File: src/rtl/timer0_counter.sv
// 8-bit Timer/Counter0 in the style of the ATmega32A. It is clocked from clock50 and steps on
// synchronised cpu_clk edges. Define TIMER0_OC_TOGGLE_EN to build the OC0 toggle output.
module timer0_counter #(
    parameter int unsigned PRESCALE_WIDTH = 10
) (
    input  logic       clock50,
    input  logic       MR_n,
    input  logic       cpu_clk,
    input  logic [7:0] wdata,
    input  logic       tccr_wr,
    input  logic       tcnt_wr,
    input  logic       ocr_wr,
    input  logic       tov_clr,
    input  logic       ocf_clr,
    output logic [7:0] tcnt,
    output logic [7:0] ocr,
    output logic [3:0] tccr,
    output logic       tov,
    output logic       ocf
`ifdef TIMER0_OC_TOGGLE_EN
    ,
    output logic       oc0
`endif
);

    logic [2:0]                sync_q, sync_d;
    logic [PRESCALE_WIDTH-1:0] prescale_q, prescale_d;
    logic [7:0]                tcnt_q, tcnt_d;
    logic [7:0]                ocr_q, ocr_d;
    logic [3:0]                tccr_q, tccr_d;
    logic                      tov_q, tov_d;
    logic                      ocf_q, ocf_d;
    logic                      cpu_tick;
    logic                      step_sel;
    logic                      step;
    logic                      match;
    logic                      tov_set;
    logic                      ocf_set;
    logic [2:0]                cs;
    logic                      ctc;

    assign cs  = tccr_q[2:0];
    assign ctc = tccr_q[3];

    // sync_q[1:0] is the synchroniser; sync_q[2] holds the previous value for edge detection
    assign sync_d   = {sync_q[1:0], cpu_clk};
    assign cpu_tick = sync_q[1] & ~sync_q[2];

    always_comb begin
        step_sel = 1'b0;
        unique case (cs)
            3'd1:    step_sel = 1'b1;
            3'd2:    step_sel = &prescale_q[2:0];
            3'd3:    step_sel = &prescale_q[5:0];
            3'd4:    step_sel = &prescale_q[7:0];
            3'd5:    step_sel = &prescale_q[9:0];
            default: step_sel = 1'b0;
        endcase
    end

    assign step  = cpu_tick & step_sel;
    assign match = (tcnt_q == ocr_q);

    always_comb begin
        prescale_d = prescale_q;
        if (tccr_wr || (cs == 3'd0)) begin
            prescale_d = '0;
        end else if (cpu_tick) begin
            prescale_d = prescale_q + {{(PRESCALE_WIDTH-1){1'b0}}, 1'b1};
        end
    end

    always_comb begin
        tcnt_d  = tcnt_q;
        tov_set = 1'b0;
        ocf_set = 1'b0;
        if (tcnt_wr) begin
            tcnt_d = wdata;
        end else if (step) begin
            // 0xFF always rolls to 0x00 in both modes, so overflow depends only on the old count
            tov_set = (tcnt_q == 8'hFF);
            ocf_set = match;
            tcnt_d  = (ctc && match) ? 8'h00 : tcnt_q + 8'd1;
        end
    end

    assign ocr_d  = ocr_wr ? wdata : ocr_q;
    assign tccr_d = tccr_wr ? wdata[3:0] : tccr_q;
    assign tov_d  = tov_set | (tov_q & ~tov_clr);
    assign ocf_d  = ocf_set | (ocf_q & ~ocf_clr);

    always_ff @(posedge clock50 or negedge MR_n) begin
        if (!MR_n) begin
            sync_q     <= '0;
            prescale_q <= '0;
            tcnt_q     <= '0;
            ocr_q      <= '0;
            tccr_q     <= '0;
            tov_q      <= 1'b0;
            ocf_q      <= 1'b0;
        end else begin
            sync_q     <= sync_d;
            prescale_q <= prescale_d;
            tcnt_q     <= tcnt_d;
            ocr_q      <= ocr_d;
            tccr_q     <= tccr_d;
            tov_q      <= tov_d;
            ocf_q      <= ocf_d;
        end
    end

`ifdef TIMER0_OC_TOGGLE_EN
    logic oc0_q, oc0_d;

    assign oc0_d = oc0_q ^ ocf_set;

    always_ff @(posedge clock50 or negedge MR_n) begin
        if (!MR_n) begin
            oc0_q <= 1'b0;
        end else begin
            oc0_q <= oc0_d;
        end
    end

    assign oc0 = oc0_q;
`endif

    assign tcnt = tcnt_q;
    assign ocr  = ocr_q;
    assign tccr = tccr_q;
    assign tov  = tov_q;
    assign ocf  = ocf_q;

endmodule

File: config.mk
export PLATFORM = sky130hd
export DESIGN_NAME = timer0_counter
export DESIGN_NICKNAME = d
export VERILOG_FILES = /design/src/rtl/timer0_counter.sv
export SDC_FILE = /design/constraint.sdc
export NUM_CORES = 1
export LEC_CHECK = 0
export BUFFER_PORTS_ARGS = -buffer_cell sky130_fd_sc_hd__buf_2
export CORE_AREA = 8 8 81 83
export DETAILED_ROUTE_END_ITERATION = 10
export DIE_AREA = 0 0 89 91
export PLACE_DENSITY = 0.65
export SLEW_MARGIN = 20
export SYNTH_ARGS = -nofsm -noshare
export SYNTH_HDL_FRONTEND = slang
export SYNTH_SLANG_ARGS = --single-unit
File: constraint.sdc
create_clock -name clock50 -period 3.45 [get_ports clock50]
set_input_delay 0 -clock clock50 [delete_from_list [all_inputs] [get_ports clock50]]
set_output_delay 0 -clock clock50 [all_outputs]
set_load 0.05 [all_outputs]
---- Word-level counts from Yosys, hierarchy flattened ----
Cells that the tools add are included.
word-level totals
  bits in registers ....................... 35
  input bits .............................. 16
  output and inout port bits .............. 22
  logic and storage cells ................. 44
operators by class
  $add $sub $neg .......................... 2
  equality and inequality tests ........... 7
  muxes and demuxes ....................... 10
  bitwise logic cells ..................... 9
  reductions and logical operators ........ 9
operator list
  kind                     number
  $mux W8                  3
  $mux W10                 2
  $add A10 B1 Y10 const B  1
  $reduce_and A10 Y1       1
  $add A8 B1 Y8 const B    1
  $eq A8 B8 Y1             1
  $eq A8 B8 Y1 const B     1
  $reduce_and A8 Y1        1
  $eq A3 B2 Y1 const B     2
  $eq A3 B3 Y1 const B     2
  $reduce_and A6 Y1        1
  $pmux W1 S5              1
  $and A1 B1 Y1            4
  $mux W1                  4
  $reduce_bool A2 Y1       2
  $eq A3 B1 Y1 const B     1
  $logic_not A3 Y1         1
  $not A1 Y1               3
  $reduce_and A3 Y1        1
  $or A1 B1 Y1             2
  $logic_and A1 B1 Y1      1
  $logic_or A1 B1 Y1       1

---- Longest topological paths before layout ----
  depth after elaboration ................. 6
  mapped depth ............................ 7
  mapped depth without buffers ............ 6

---- Worst setup path before layout ----
Ideal clock, no wire load.
  path kind ............................... register -> register
  from .................................... reg tcnt_q[5] (netlist: tcnt[5])
  to ...................................... reg tcnt_q[7] (netlist: tcnt[7])
  arrival ................................. 1805 ps
  required time ........................... 3324 ps
  path slack .............................. 1519 ps
  stages on the path, launching flop included .. 7
  clock period less this slack ............ 1931 ps
  cell sequence ........................... dfrtp_1 xor2_1 nor4_1 nand3_1 buf_6 a32oi_1 o21ai_1
between the ends
  cells in the longest elaborated chain, start to end .. 5
RTL lines
  what                                                                   line  RTL
  from (decl)                                                            28    logic [7:0] tcnt_q, tcnt_d;
  from (signal assigned)                                                 104   tcnt_q <= tcnt_d;
  parallel branches: the longest is 2 deep, another holds $add A8 B1 Y8  n/a
  $mux W8 *                                                              83    tcnt_d = (ctc && match) ? 8'h00 : tcnt_q + 8'd1;
  $mux W8 *                                                              79    end else if (step) begin
  $mux W8 *                                                              77    if (tcnt_wr) begin
Every way passes the cells marked *. The select of a mux whose other input is x is not followed.
A chain may end at the register's enable or synchronous reset.

---- Worst setup path after layout ----
  from .................................... reg tcnt_q[5] (netlist: tcnt[5])
  to ...................................... reg tcnt_q[2] (netlist: tcnt[2])
between the ends
  cells in the longest elaborated chain, start to end .. 5
RTL lines
  what                 line  RTL
  $eq A8 B8 Y1         62    assign match = (tcnt_q == ocr_q);
  $logic_and A1 B1 Y1  83
  $mux W8              83
  $mux W8              79
  $mux W8              77
Every way passes these cells. The select of a mux whose other input is x is not followed.

==> impl_results.md <==
* Largest net degree at the start of global routing at 36
* Max_cap viols at 0
* Multiplexer area fraction after synthesis at 0.0861
* Leak pwr at 0.974 nW
* Synth Net Count at between 150 and 200
* Synth warn at 0
* Critical Path Source: tcnt[5]
* Area grow syn2layout at 24.5%
* Synth Area in Simple Gates at 0.185
* NetSw at roughly 0.34 mW
* Layout cell share with drive strength beyond 1 at 0.304
* Logic pwr share at 0.226
* R2R setup slack at roughly 1.4 ns
* Worst Clk Skew at 0.00470 ns
* FF+latch count, synth at 35
* R2R depth at 5
* Slew margin rel. at 0.478
* Dpl cell area at 0.00204 mm²
* Fin. max-slew vios at 0
* Worst Tran Pin Value at 0.783 ns
* Syn Area/Cell at 11.0 µm²
* CP cell instances: xor2_1 -> nor4_1 -> nand3_1 -> a32oi_1 -> o21ai_1
* Core area at between 0.005 and 0.006 mm²
* Post-synth EDFFs at 0
* Root Driver: clkbuf_8
* # IOs at 38
* Worst VDD drop at approximately 0.29 mV
* Initial DRC Count at 93
* PortBufs at 37
* Via count at approximately 1.4k
* Worst endpoint required time at 3.61 ns
* CTS tree: done
* Drc violations at 0
* Hpwl dp at between 3 and 4 mm
* Flop pwr share at 0.477
* Status: finished, final reports clean
* GP Congestion at slightly below 0.8
* WP depth at 5
* Syn Inst Count at between 150 and 200
* Routed len/inst at 14.3 µm
* Num rows at 27
* Post-CTS Resized at 0
* Antenna cells at 0
* Worst-case clock buffer depth at 2
* Setup CP Type: reg2reg
* Post-synthesis compound-gate area fraction at 0.121
* CTS clk-pin slew, worst paths at around 0.07 ns
* Crit path capture: tcnt[2]
* Initial antenna violation count at 0
* Setup tns final at 0 ns
* HP Class: in2reg
* CP max stage delay at 0.47 ns
* Vias in the first global route at 1415
* Die height at 91 µm
* Worst r2r src: tcnt[5]
* Crit share post-route at 0.601
* Post-DRT Antenna Nets at 0
* CP endpoint kind: register
* Startpoint types: register
* Core Util, Final at 0.421
* Crit-path leading delay family: simple AND/OR/NAND/NOR gates
* Layout Nets at 232
* RSZ-0062 raised after global routing: false
* Fraction of registers with async set or reset after synthesis at 1.00
* Worst path bufs/invs at 0
* Post-synthesis sequential area ratio at 0.486
* Die Width at between 80 and 90 µm
* Cell Area, Synth at between 0.0015 and 0.002 mm²
* CP max FO at 14
* Vias/cell at 4.98
* Final setup violation count at 0
* Switching part of the total at 0.343
* Share of power burned in the clock network at 0.297
* Cell area after layout at between 0.002 and 0.0025 mm²
* Total congestion overflow at 0
* Commonest non-fill, non-tap cell in the layout: buf_2
* CTS buffer count at 5
* Total Routing Usage GR at 0.109
* Tmin final at between 2 and 2.5 ns
* Die area at between 0.008 and 0.009 mm²
* First-pass GRT wire length at slightly below 7 mm
* Worst-Skew Late Latency at approximately 0.29 ns
* Hold buffers post-CTS at 12
* Final hold vios at 0
* Top FF cell, synth: dfrtp_1
* Reg2Reg Capture Point: tcnt[2]
* Count of different cell masters after synthesis at 38
* P_int at roughly 0.65 mW
* Peak Freq at slightly below 500 MHz
* Pwr per Cell Area at 440 mW/mm²
* Synth Area in XOR/XNOR at 0.0729
* Post-synthesis adder-cell area fraction at 0.0208
* Number of H-tree levels at 2
* Initial core utilization at 0.338
* Post-Route WL at between 4 and 5 mm
* Setup Fix Bufs, Post-CTS at 0
* Main combinational cell family by area after synthesis: simple AND/OR/NAND/NOR gates
* CTS Sinks at 35
* Most frequent cells in the layout: buf_2, dfrtp_1, xor2_1, mux2_2, dlygate4sd3_1
* Critical Path AT at approximately 2.2 ns
* DR pass1 iterations at 4
* Crit path max-delay cell type: nand3_1
[flip-flops by register name, summed over array words and instances, names as in the netlist]
register    count
prescale_q     10
ocr             8
tcnt            8
tccr            4
sync_q          3
ocf             1
tov             1
[stage by stage]
stage	worst slack (ns)	instances	power, mW	hold WS, ns
3_5_place_dp	1.38	266	0.694	0.111
6_report	1.38	286	0.988	0.0541
2_1_floorplan	1.52	164	0.628	-0.296
4_1_cts	1.36	286	1.00	0.0421
5_1_grt	1.16	286	1.04	0.0513
3_3_place_gp	1.41	266	0.692	0.107
[cells in the mapped netlist, drive strengths merged, types with 3 or more instances]
| cell | number | area, µm² |
|---|---|---|
| o21ai | 7 | 35.0 |
| xnor2 | 3 | 26.3 |
| nand4 | 4 | 46.3 |
| nor4 | 3 | 18.8 |
| clkbuf | 3 | 11.3 |
| a32oi | 6 | 52.6 |
| buf | 4 | 31.3 |
| nand2 | 8 | 30.0 |
| a21oi | 11 | 55.1 |
| or2 | 3 | 18.8 |
| ha | 3 | 37.5 |
| mux2 | 12 | 135 |
| nand2b | 6 | 37.5 |
| nor2 | 11 | 41.3 |
| xor2 | 12 | 105 |
| dfrtp | 35 | 876 |
| nor3 | 6 | 30.0 |
| nor2b | 4 | 25.0 |
| nand3 | 5 | 30.0 |
[kinds of logic (layout without fill, tap and decap cells)]
logic type | count (synthesis) | after routing
flops | 35 | 35
fa+ha+maj | 3 | 3
buf+inv | 9 | 59
mux | 14 | 14
xor+xnor | 15 | 15
compound gates | 30 | 30
simple gates | 58 | 58
[worst min path at each step]
| stage | from | end | slack, ns | cells after the start |
|---|---|---|---|---|
| after floorplan | MR_n | ocf | -0.30 | 0 |
| after global placement | cpu_clk | sync_q[0] | 0.11 | 1 |
| after detailed placement | cpu_clk | sync_q[0] | 0.11 | 1 |
| after CTS | tccr_wr | tccr[3] | 0.04 | 2 |
| after global routing | tccr_wr | tccr[3] | 0.05 | 2 |
| final | tccr_wr | tccr[3] | 0.05 | 2 |
[power by group through the flow]
stage	clock, mW	sequential [mW]	combinational (mW)
6_report	0.293	0.471	0.223
5_1_grt	0.321	0.476	0.240
4_1_cts	0.304	0.472	0.226
3_5_place_dp	0	0.480	0.215
3_3_place_gp	0	0.478	0.213
2_1_floorplan	0	0.555	0.0731
[layer usage]
metal  routed length (µm)  GRT usage  up-vias
met3                  217     0.0279        9
met1                 1970      0.150      679
met5                    0          0        -
met2                 1820      0.152       46
met4                  102     0.0596        0
li1                     -          -      690
[final cells by class]
| cell class | instances | area [µm²] |
|---|---|---|
| fillers | 550 | 3090 |
| multi-input cells | 120 | 877 |
| flip-flops and latches | 35 | 876 |
| repair buffers | 49 | 305 |
| well taps | 72 | 90.1 |
| clock buffers | 5 | 68.8 |
| clock inverters | 3 | 20.0 |
| inverters | 2 | 7.51 |
No activity file was read; power rests on OpenSTA's default activity.
